--- config.mk ---
export PLATFORM = sky130hd
export DESIGN_NAME = venc1_fwd_flat
export DESIGN_NICKNAME = d
export VERILOG_FILES = /design/src/rtl/venc1_fwd_if.sv /design/src/rtl/venc1_fwd.sv /design/src/flat_wrapper.sv
export SDC_FILE = /design/constraint.sdc
export NUM_CORES = 1
export LEC_CHECK = 0
export CAP_MARGIN = 20
export CORE_ASPECT_RATIO = 0.75
export CORE_MARGIN = 3
export CORE_UTILIZATION = 55
export CTS_BUF_LIST = sky130_fd_sc_hd__clkbuf_4 sky130_fd_sc_hd__clkbuf_8 sky130_fd_sc_hd__clkbuf_16
export CTS_CLUSTER_DIAMETER = 120
export DETAILED_ROUTE_END_ITERATION = 7
export PLACE_DENSITY = 0.78
export SYNTH_ARGS = -nofsm -noshare
export SYNTH_HDL_FRONTEND = slang
export SYNTH_SLANG_ARGS = --single-unit
--- constraint.sdc ---
create_clock -name clk -period 3.37 [get_ports clk]
set_input_delay 0.337 -clock clk [delete_from_list [all_inputs] [get_ports clk]]
set_output_delay 0.337 -clock clk [all_outputs]
set_load 0.03 [all_outputs]
--- src/rtl/venc1_fwd_if.sv ---
// ---------------------------------------------------------------------------
// venc1_fwd_if : coded-symbol stream from the venc1_fwd encoder to the
//                symbol mapper / rate matcher.
//
//   out_vld   master->slave  coded symbol valid
//   out_rdy   slave->master  downstream accepts the symbol
//   out_bits  master->slave  {y2,y1,y0} for the current encoder step
//   out_last  master->slave  high with the final (tail) beat of a block
// ---------------------------------------------------------------------------
interface venc1_fwd_if;
    logic       out_vld;
    logic       out_rdy;
    logic [2:0] out_bits;
    logic       out_last;

    modport master (
        output out_vld,
        output out_bits,
        output out_last,
        input  out_rdy
    );

    modport slave (
        input  out_vld,
        input  out_bits,
        input  out_last,
        output out_rdy
    );
endinterface

--- src/rtl/venc1_fwd.sv ---
// ---------------------------------------------------------------------------
// venc1_fwd : rate-1/3, constraint-length-9 convolutional encoder.
//
// A start pulse captures up to CB_MAX information bits. The block is then
// streamed as one 3-bit coded symbol per accepted beat, followed by TAIL_LEN
// zero tail bits that flush the shift register back to state 0 (the state the
// vdec1 traceback starts from). Bit 0 of info_bits is encoded first.
//
// Ports
//   clk           clock
//   rst           synchronous active-high reset; aborts a block in flight
//   start         one-cycle pulse, captures info_bits and codeblk_size
//   codeblk_size  info bits in the block, legal range 1..CB_MAX
//   info_bits     info_bits[k] is the k-th bit in time
//   start_err     one-cycle pulse after a start with an illegal size
//   busy          encoder active (start to the cycle after done)
//   done          one-cycle pulse after the final beat is accepted
//   out_if        coded symbol stream (valid/ready, master side)
// ---------------------------------------------------------------------------
module venc1_fwd #(
    parameter int         CB_MAX   = 29,
    parameter int         TAIL_LEN = 8,
    parameter logic [8:0] G0       = 9'o557,
    parameter logic [8:0] G1       = 9'o663,
    parameter logic [8:0] G2       = 9'o711
) (
    input  logic              clk,
    input  logic              rst,
    input  logic              start,
    input  logic [4:0]        codeblk_size,
    input  logic [CB_MAX-1:0] info_bits,
    output logic              start_err,
    output logic              busy,
    output logic              done,
    venc1_fwd_if.master       out_if
);

    typedef enum logic [1:0] {
        S_IDLE,
        S_DATA,
        S_TAIL,
        S_DONE
    } state_t;

    state_t            state;
    logic [CB_MAX-1:0] info_q;
    logic [4:0]        size_q;
    logic [7:0]        sr;      // sr[7] = u(k-1) ... sr[0] = u(k-8)
    logic [5:0]        step;    // beat index of the symbol on out_bits (0..36)

    // Coded symbol for one 9-bit window w = {u, sr}.
    function automatic logic [2:0] encode(input logic [8:0] w);
        return {^(w & G2), ^(w & G1), ^(w & G0)};
    endfunction

    logic       accept;
    logic       size_ok;
    logic       u_cur;
    logic [7:0] sr_nxt;
    logic [5:0] step_nxt;
    logic       more_data;
    logic       u_nxt;
    logic [5:0] last_step;
    logic       at_last;
    logic [2:0] sym_start;
    logic [2:0] sym_nxt;

    assign accept    = out_if.out_vld && out_if.out_rdy;
    assign size_ok   = (codeblk_size != 5'd0) && (codeblk_size <= 5'(CB_MAX));

    // Input bit of the step currently on the output; tail steps feed zeros.
    assign u_cur     = (state == S_DATA) ? info_q[step[4:0]] : 1'b0;
    assign sr_nxt    = {u_cur, sr[7:1]};
    assign step_nxt  = step + 6'd1;

    // The symbol for step_nxt is precomputed so it can be registered and
    // presented the cycle after acceptance, keeping out_bits free of any
    // combinational path from out_rdy.
    assign more_data = step_nxt < {1'b0, size_q};
    assign u_nxt     = more_data ? info_q[step_nxt[4:0]] : 1'b0;
    assign sym_nxt   = encode({u_nxt, sr_nxt});

    // The first symbol sees an all-zero shift register.
    assign sym_start = encode({info_bits[0], 8'd0});

    assign last_step = {1'b0, size_q} + 6'(TAIL_LEN - 1);
    assign at_last   = (step == last_step);

    // NOTE: every register is written with <= so all of them update from the
    // values of the previous cycle, regardless of statement order below.
    always_ff @(posedge clk) begin
        if (rst) begin
            state           <= S_IDLE;
            info_q          <= '0;
            size_q          <= '0;
            sr              <= '0;
            step            <= '0;
            start_err       <= 1'b0;
            busy            <= 1'b0;
            done            <= 1'b0;
            out_if.out_vld  <= 1'b0;
            out_if.out_bits <= '0;
            out_if.out_last <= 1'b0;
        end else begin
            // Pulse outputs default low and are raised for one cycle below.
            start_err <= 1'b0;
            done      <= 1'b0;

            case (state)
                S_IDLE: begin
                    if (start) begin
                        if (size_ok) begin
                            info_q          <= info_bits;
                            size_q          <= codeblk_size;
                            sr              <= '0;
                            step            <= '0;
                            busy            <= 1'b1;
                            out_if.out_vld  <= 1'b1;
                            out_if.out_bits <= sym_start;
                            out_if.out_last <= 1'b0;
                            state           <= S_DATA;
                        end else begin
                            start_err <= 1'b1;
                        end
                    end
                end

                S_DATA, S_TAIL: begin
                    // Without acceptance nothing moves, so the presented
                    // symbol stays stable under backpressure.
                    if (accept) begin
                        sr <= sr_nxt;
                        if (at_last) begin
                            out_if.out_vld  <= 1'b0;
                            out_if.out_bits <= '0;
                            out_if.out_last <= 1'b0;
                            done            <= 1'b1;
                            state           <= S_DONE;
                        end else begin
                            step            <= step_nxt;
                            out_if.out_bits <= sym_nxt;
                            out_if.out_last <= (step_nxt == last_step);
                            if (!more_data) begin
                                state <= S_TAIL;
                            end
                        end
                    end
                end

                // busy covers the done cycle, so a start arriving alongside
                // done is ignored.
                S_DONE: begin
                    busy  <= 1'b0;
                    state <= S_IDLE;
                end

                default: begin
                    state <= S_IDLE;
                end
            endcase
        end
    end

endmodule

--- src/flat_wrapper.sv ---
// flat-port wrapper written by rule: the top's interface ports become plain ports
module venc1_fwd_flat 
#(
    parameter int         CB_MAX   = 29,
    parameter int         TAIL_LEN = 8,
    parameter logic [8:0] G0       = 9'o557,
    parameter logic [8:0] G1       = 9'o663,
    parameter logic [8:0] G2       = 9'o711
)
  (clk, rst, start, codeblk_size, info_bits, start_err, busy, done, out_if_out_vld, out_if_out_bits, out_if_out_last, out_if_out_rdy);
  venc1_fwd_if out_if_i ();
  input  logic clk;
  input  logic rst;
  input  logic start;
  input  logic [4:0] codeblk_size;
  input  logic [CB_MAX-1:0] info_bits;
  output logic start_err;
  output logic busy;
  output logic done;
  output wire logic [$bits(out_if_i.out_vld)-1:0] out_if_out_vld;
  output wire logic [$bits(out_if_i.out_bits)-1:0] out_if_out_bits;
  output wire logic [$bits(out_if_i.out_last)-1:0] out_if_out_last;
  input wire logic [$bits(out_if_i.out_rdy)-1:0] out_if_out_rdy;
  assign out_if_out_vld = out_if_i.out_vld;
  assign out_if_out_bits = out_if_i.out_bits;
  assign out_if_out_last = out_if_i.out_last;
  assign out_if_i.out_rdy = out_if_out_rdy;
  venc1_fwd #(.CB_MAX(CB_MAX), .TAIL_LEN(TAIL_LEN), .G0(G0), .G1(G1), .G2(G2)) u_core (.clk(clk), .rst(rst), .start(start), .codeblk_size(codeblk_size), .info_bits(info_bits), .start_err(start_err), .busy(busy), .done(done), .out_if(out_if_i));
endmodule
# Yosys cells after proc, flatten, opt, wreduce, memory -nomap -nowiden
# Cells that the tools add are included.
# W data, S select, Z words.
word_totals:
  reg_bits: 58
  in_bits: 38
  out_inout_bits: 8
  word_cells: 90
op_classes:
  n_addsub: 2
  order_cmp: 4
  n_eq_ne: 11
  n_mux: 39
  bitwise: 4
  reduce_logical: 19
op_table:
  columns: ["cell", "count"]
  rows:
  - ["$reduce_xor A9 Y1", 4]
  - ["$mux W6", 4]
  - ["$mux W8", 3]
  - ["$pmux W8 S2", 1]
  - ["$mux W1", 14]
  - ["$eq A6 B6 Y1", 2]
  - ["$lt A5 B6 Y1 const B", 2]
  - ["$mux W3", 4]
  - ["$pmux W6 S2", 1]
  - ["$bmux W1 S5", 2]
  - ["$mux W2", 5]
  - ["$reduce_and A5 Y1", 2]
  - ["$reduce_and A4 Y1", 2]
  - ["$add A5 B3 Y6 const B", 1]
  - ["$add A6 B1 Y6 const B", 1]
  - ["$lt A6 B5 Y1", 1]
  - ["$ne A2 B1 Y1 const B", 3]
  - ["$pmux W1 S2", 3]
  - ["$pmux W2 S3", 1]
  - ["$pmux W3 S2", 1]
  - ["$reduce_and A3 Y1", 2]
  - ["$reduce_or A3 Y1", 2]
  - ["$le A5 B5 Y1 const B", 1]
  - ["$reduce_bool A5 Y1", 1]
  - ["other kinds (9)", 16]

# Longest topological paths before layout
depth:
  ltp_word: 8
  ltp_mapped: 12

# Worst setup path before layout
# No wires, ideal clock.
synth_path:
  path_type: "reg-to-reg"
  from: "reg u_core.step[0]"
  to: "reg u_core.out_if.out_bits[1]"
  setup_time_ns: 0.067
  t_arrival_ns: 2.685
  required_ns: 3.303
  setup_slack_ns: 0.618
  stages_incl_launch_ff: 12
  synth_period_minus_slack_ns: 2.752
  cell_sequence: "dfxtp_1 buf_4 nand3_2 xnor2_4 ha_1 a21o_1 a2111oi_2 and4_1 buf_4 xnor3_1 nand2b_1 a21oi_2"
synth_between:
  elab_chain_cells: 8
synth_lines:
  columns: ["item", "line_no", "text"]
  rows:
  - ["start, declared", "venc1_fwd.sv:49", "logic [5:0] step;"]
  - ["start signal, assigned", "venc1_fwd.sv:140", "step <= step_nxt;"]
  - ["$add A6 B1 Y6", "venc1_fwd.sv:74", "assign step_nxt = step + 6'd1;"]
  - ["$bmux W1 S5", "venc1_fwd.sv:80", "assign u_nxt = more_data ? info_q[step_nxt[4:0]] : 1'b0;"]
  - ["$mux W1 (implied by the code)", "venc1_fwd.sv:80", null]
  - ["$mux W1", "venc1_fwd.sv:80", null]
  - ["$reduce_xor A9 Y1", "venc1_fwd.sv:53", "return {^(w & G2), ^(w & G1), ^(w & G0)};"]
  - ["$mux W3 (*)", "venc1_fwd.sv:133", "if (at_last) begin"]
  - ["$mux W3 (*)", "venc1_fwd.sv:131", "if (accept) begin"]
  - ["$pmux W3 S2 (*)", "venc1_fwd.sv:109", "case (state)"]
  - ["end signal, assigned", "venc1_fwd.sv:119", "out_if.out_bits <= sym_start;"]
  - ["end signal, assigned", "venc1_fwd.sv:141", "out_if.out_bits <= sym_nxt;"]
  - ["end, declared", "venc1_fwd_if.sv:18", "output out_bits,"]
# Mark *: on every way between the ends. The rest lies on a longest branch, timed or not. The select of a mux whose other input is x is not followed.
# A chain may end at the register's enable or synchronous reset.

# Worst setup path after layout
layout_path:
  from: "reg u_core.step[1]"
  to: "reg u_core.out_if.out_bits[1]"
# The elaborated chain is that of the path after synthesis.

==> flow_summary_export.csv <==
group,metric,value,unit
worst_setup_path,worstPathRequired,3.63,ns
grt,grt_pass1_wl,12500,microns
grt,grt_pass1_vias,2592,
synth,synth_seq_cells,57,
synth,yosysUniqueCellTypes,48,
floorplanning,ioPinCount,46,
sta,grt_setup_unrepaired,"false",
synth,synth.area.top_cells,"dfxtp_1, mux4_2, nand2_1, a21oi_1, xnor2_1",
worst_setup_path,critPathMaxFanout,8,
synth,synthTopCellsByCount,"nand2_1, dfxtp_1, a21oi_1",
clock_network,cts.path.max_buffers,2,
synth,synth_cells,375,
place,dp_hpwl,5500,microns
sta,layout_min_cycle_time,3.08,ns
detailed_routing,drt-initial-drc-count,229,
detailed_routing,firstDrtPassIters,4,
synth,yosysTopAreaCell,"dfxtp_1",
sta,finalSetupViolCount,0,
finish,drive_gt1_frac,0.119,
detailed_routing,via_count,2801,
power,p_int,1510,uW
grt,grtUsageMet1,0.339,
power,swShare,0.361,
synth,synth.cell_area,3210,sq um
min_path,hold_path.class,"reg -> reg",
clock_network,post_cts_buffers,0,
floorplanning,row_count,23,
clock_network,cts_hold_buf,0,
worst_setup_path,timing.critical_path.mode_cell,"ha_1",
finish,register_area,1140,sq um
power,power_frac_seq,0.363,
sta,tns,0,ns
grt,grt_max_degree,59,
grt,grt-busiest-layer,"met2",
run,maxCapViolations,0,
detailed_routing,detail_route.wirelength,7640,microns
synth,yosysWarnings,0,
place,portBuffers,45,
clock_network,cts_tree,"yes",
worst_setup_path,endpoint_kind,"register",
finish,postLayoutCoreUtil,0.712,
sta,hold_viol,0,
synth,synth.most_common_cell,"nand2_1",
run_status,status,"complete, no violations",
floorplanning,dieArea,6810,sq um
grt,antenna_found_initial,0,
worst_setup_path,worstPathCellList,"ha_1 > xnor2_1 > inv_1 > ha_1 > a21o_1 > a2111oi_2 > and4_1 > xnor3_1 > nand2b_1 > a21oi_2",
synth,synth_flop_cell,"dfxtp_1",
floorplanning,chipWidth,94.3,microns
finish,num_antenna_cells,0,
finish,fillers,444,
clock_network,numCtsBuffers,9,
synth,ys_seq_area_frac,0.355,
power,p_per_area,603,nW/um^2
detailed_routing,ant_nets,0,
sta,fmax,325,MHz
clock_network,cts_sinks,57,
synth,avgSynthCellArea,8.57,sq um
power,p_comb_frac,0.369,
clock_network,htree_num_levels,3,
grt,grt_use_met2,0.362,
power,power.switching,853,uW
floorplanning,die_h,72.2,microns
place,postPlaceCellArea,3720,sq um
worst_setup_path,critPathArrivalTime,3.33,ns
power,leakagePower,0.00145,uW
grt,grt.overflow.total,0,
detailed_routing,routedWlPerCell,15.4,microns
grt,met3_usage,0.0705,
clock_network,clock_latency,0.34,ns
worst_setup_path,start_kind,"register",
worst_setup_path,worst-setup-path-type,"reg -> reg",
synth,synth_nets,423,
floorplanning,core,5500,sq um
synth,yosysTopAreaCellShare,0.355,
sta,drv_slew,0,
sta,slew_headroom,0.300,
detailed_routing,vias_per_cell,5.65,
worst_setup_path,max_stage_delay,0.55,ns
sta,post-route-period-util,0.913,
detailed_routing,drc,0,
clock_network,cts_resized,0,
place,routabilityCongestion,0.874,
clock_network,root_buffer,"clkbuf_8",
worst_setup_path,crit_slowest_cell,"dfxtp_1",
floorplanning,start_util,0.585,
finish,final_nets,464,
finish,syn_to_final_growth,21.8,%
grt,grt.total_usage,0.238,
synth,async_reset_ff_frac,0,
clock_network,clkTransAtPathRegs,0.06,ns
sta,tightest_slew,1.05,ns
finish,multi_input_area,1900,sq um
power,clock_power_share,0.268,
power,vdd_ir_drop_max,0.000466,V
sta,fin_skew,0.00873,ns
finish,fin_area,3920,sq um
synth,synth-edff-count,0,
-- worst max-delay path, delay by kind of cell (launching register included) --
family	cells	cell delay, ns
and+or+nand+nor	2	0.53
xor gates and xnor gates	2	0.54
adders and majority gates	2	0.50
AOI/OAI and AO/OA	3	0.74
DFF	1	0.55
buffers and inverters	1	0.13
-- flip-flops by register name, summed over array words and instances (netlist names), 2 cells and up --
signal and cells:
u_core.info_q 29, u_core.out_if.out_bits 3, u_core.size_q 5, u_core.sr 7
u_core.state 2, u_core.step 6
-- path summary, 6_finish.rpt --
path	startpoint	to	slack [ns]	cells after the start
worst max-delay path	u_core.step[1]$_SDFFE_PP0P_	u_core.out_if.out_bits[1]$_SDFFE_PP0P_	0.29	10
worst max register to register	u_core.step[1]$_SDFFE_PP0P_	u_core.out_if.out_bits[1]$_SDFFE_PP0P_	0.29	10
worst min-delay path	u_core.info_q[7]$_SDFFE_PP0P_	u_core.info_q[7]$_SDFFE_PP0P_	0.47	2
worst min register to register	u_core.info_q[7]$_SDFFE_PP0P_	u_core.info_q[7]$_SDFFE_PP0P_	0.47	2
-- cells by family after synthesis --
family	after synthesis	synth area share
AO/OA/AOI/OAI	78	0.157
XOR/XNOR	24	0.0821
AND/OR/NAND/NOR	146	0.200
adder cells (fa/ha/maj)	10	0.0389
flip-flops	57	0.355
buffers and inverters	41	0.0537
multiplexers	19	0.114
-- layout by cell type (no fill, tap or decap), types with 2 or more instances in the layout --
cell type | netlist | final
xnor3_1 | 2 | 2
clkinv_2 | 0 | 2
nor2b_1 | 4 | 4
nor2_1 | 22 | 22
mux4_2 | 14 | 14
inv_1 | 14 | 14
nand3_1 | 9 | 9
nor3_1 | 7 | 7
clkbuf_8 | 0 | 10
and2_1 | 2 | 2
ha_1 | 10 | 10
buf_4 | 3 | 10
a222oi_1 | 2 | 2
dfxtp_1 | 57 | 57
o22ai_1 | 2 | 2
nand2b_1 | 6 | 6
clkdlybuf4s50_1 | 0 | 44
xnor2_1 | 15 | 15
a21o_1 | 3 | 3
nand2_1 | 84 | 84
mux2i_1 | 5 | 5
clkinvlp_4 | 0 | 2
nand4_1 | 4 | 4
a22oi_1 | 13 | 13
o21ai_1 | 4 | 4
a21oi_1 | 42 | 42
a21oi_2 | 2 | 2
xor2_1 | 5 | 5
-- layer usage --
metal  share of wire  wire, microns  up-vias
met5               0              0        -
met4          0.0078             60        0
met3           0.070            538        5
met2            0.45           3470       99
met1            0.47           3580     1312
li1                -              -     1385
-- power groups by stage --
stage,clock network [uW],logic (uW),registers [uW]
after global placement,0,846,862
after CTS,647,868,855
after global routing,679,958,869
after floorplan,0,612,869
after detailed placement,0,862,870
final,633,871,859
-- area by class of cell --
type	instances	share of cell area
Multi-Input combinational cell	277	0.485
Clock inverter	5	0.0141
Tap cell	75	0.0240
Inverter	16	0.0153
Timing Repair Buffer	55	0.133
Sequential cell	57	0.291
Clock buffer	11	0.0371
-- stage by stage --
step                hold slack (ns)  cells  setup WS, ns  total power, uW
floorplan                     0.443    375         0.618             1480
global placement              0.457    480         0.482             1710
detailed placement            0.461    480         0.310             1730
CTS                           0.469    496         0.283             2370
global route                  0.491    496        0.0444             2510
finish                        0.470    496         0.294             2360
Power figures use the tool's default switching activity.
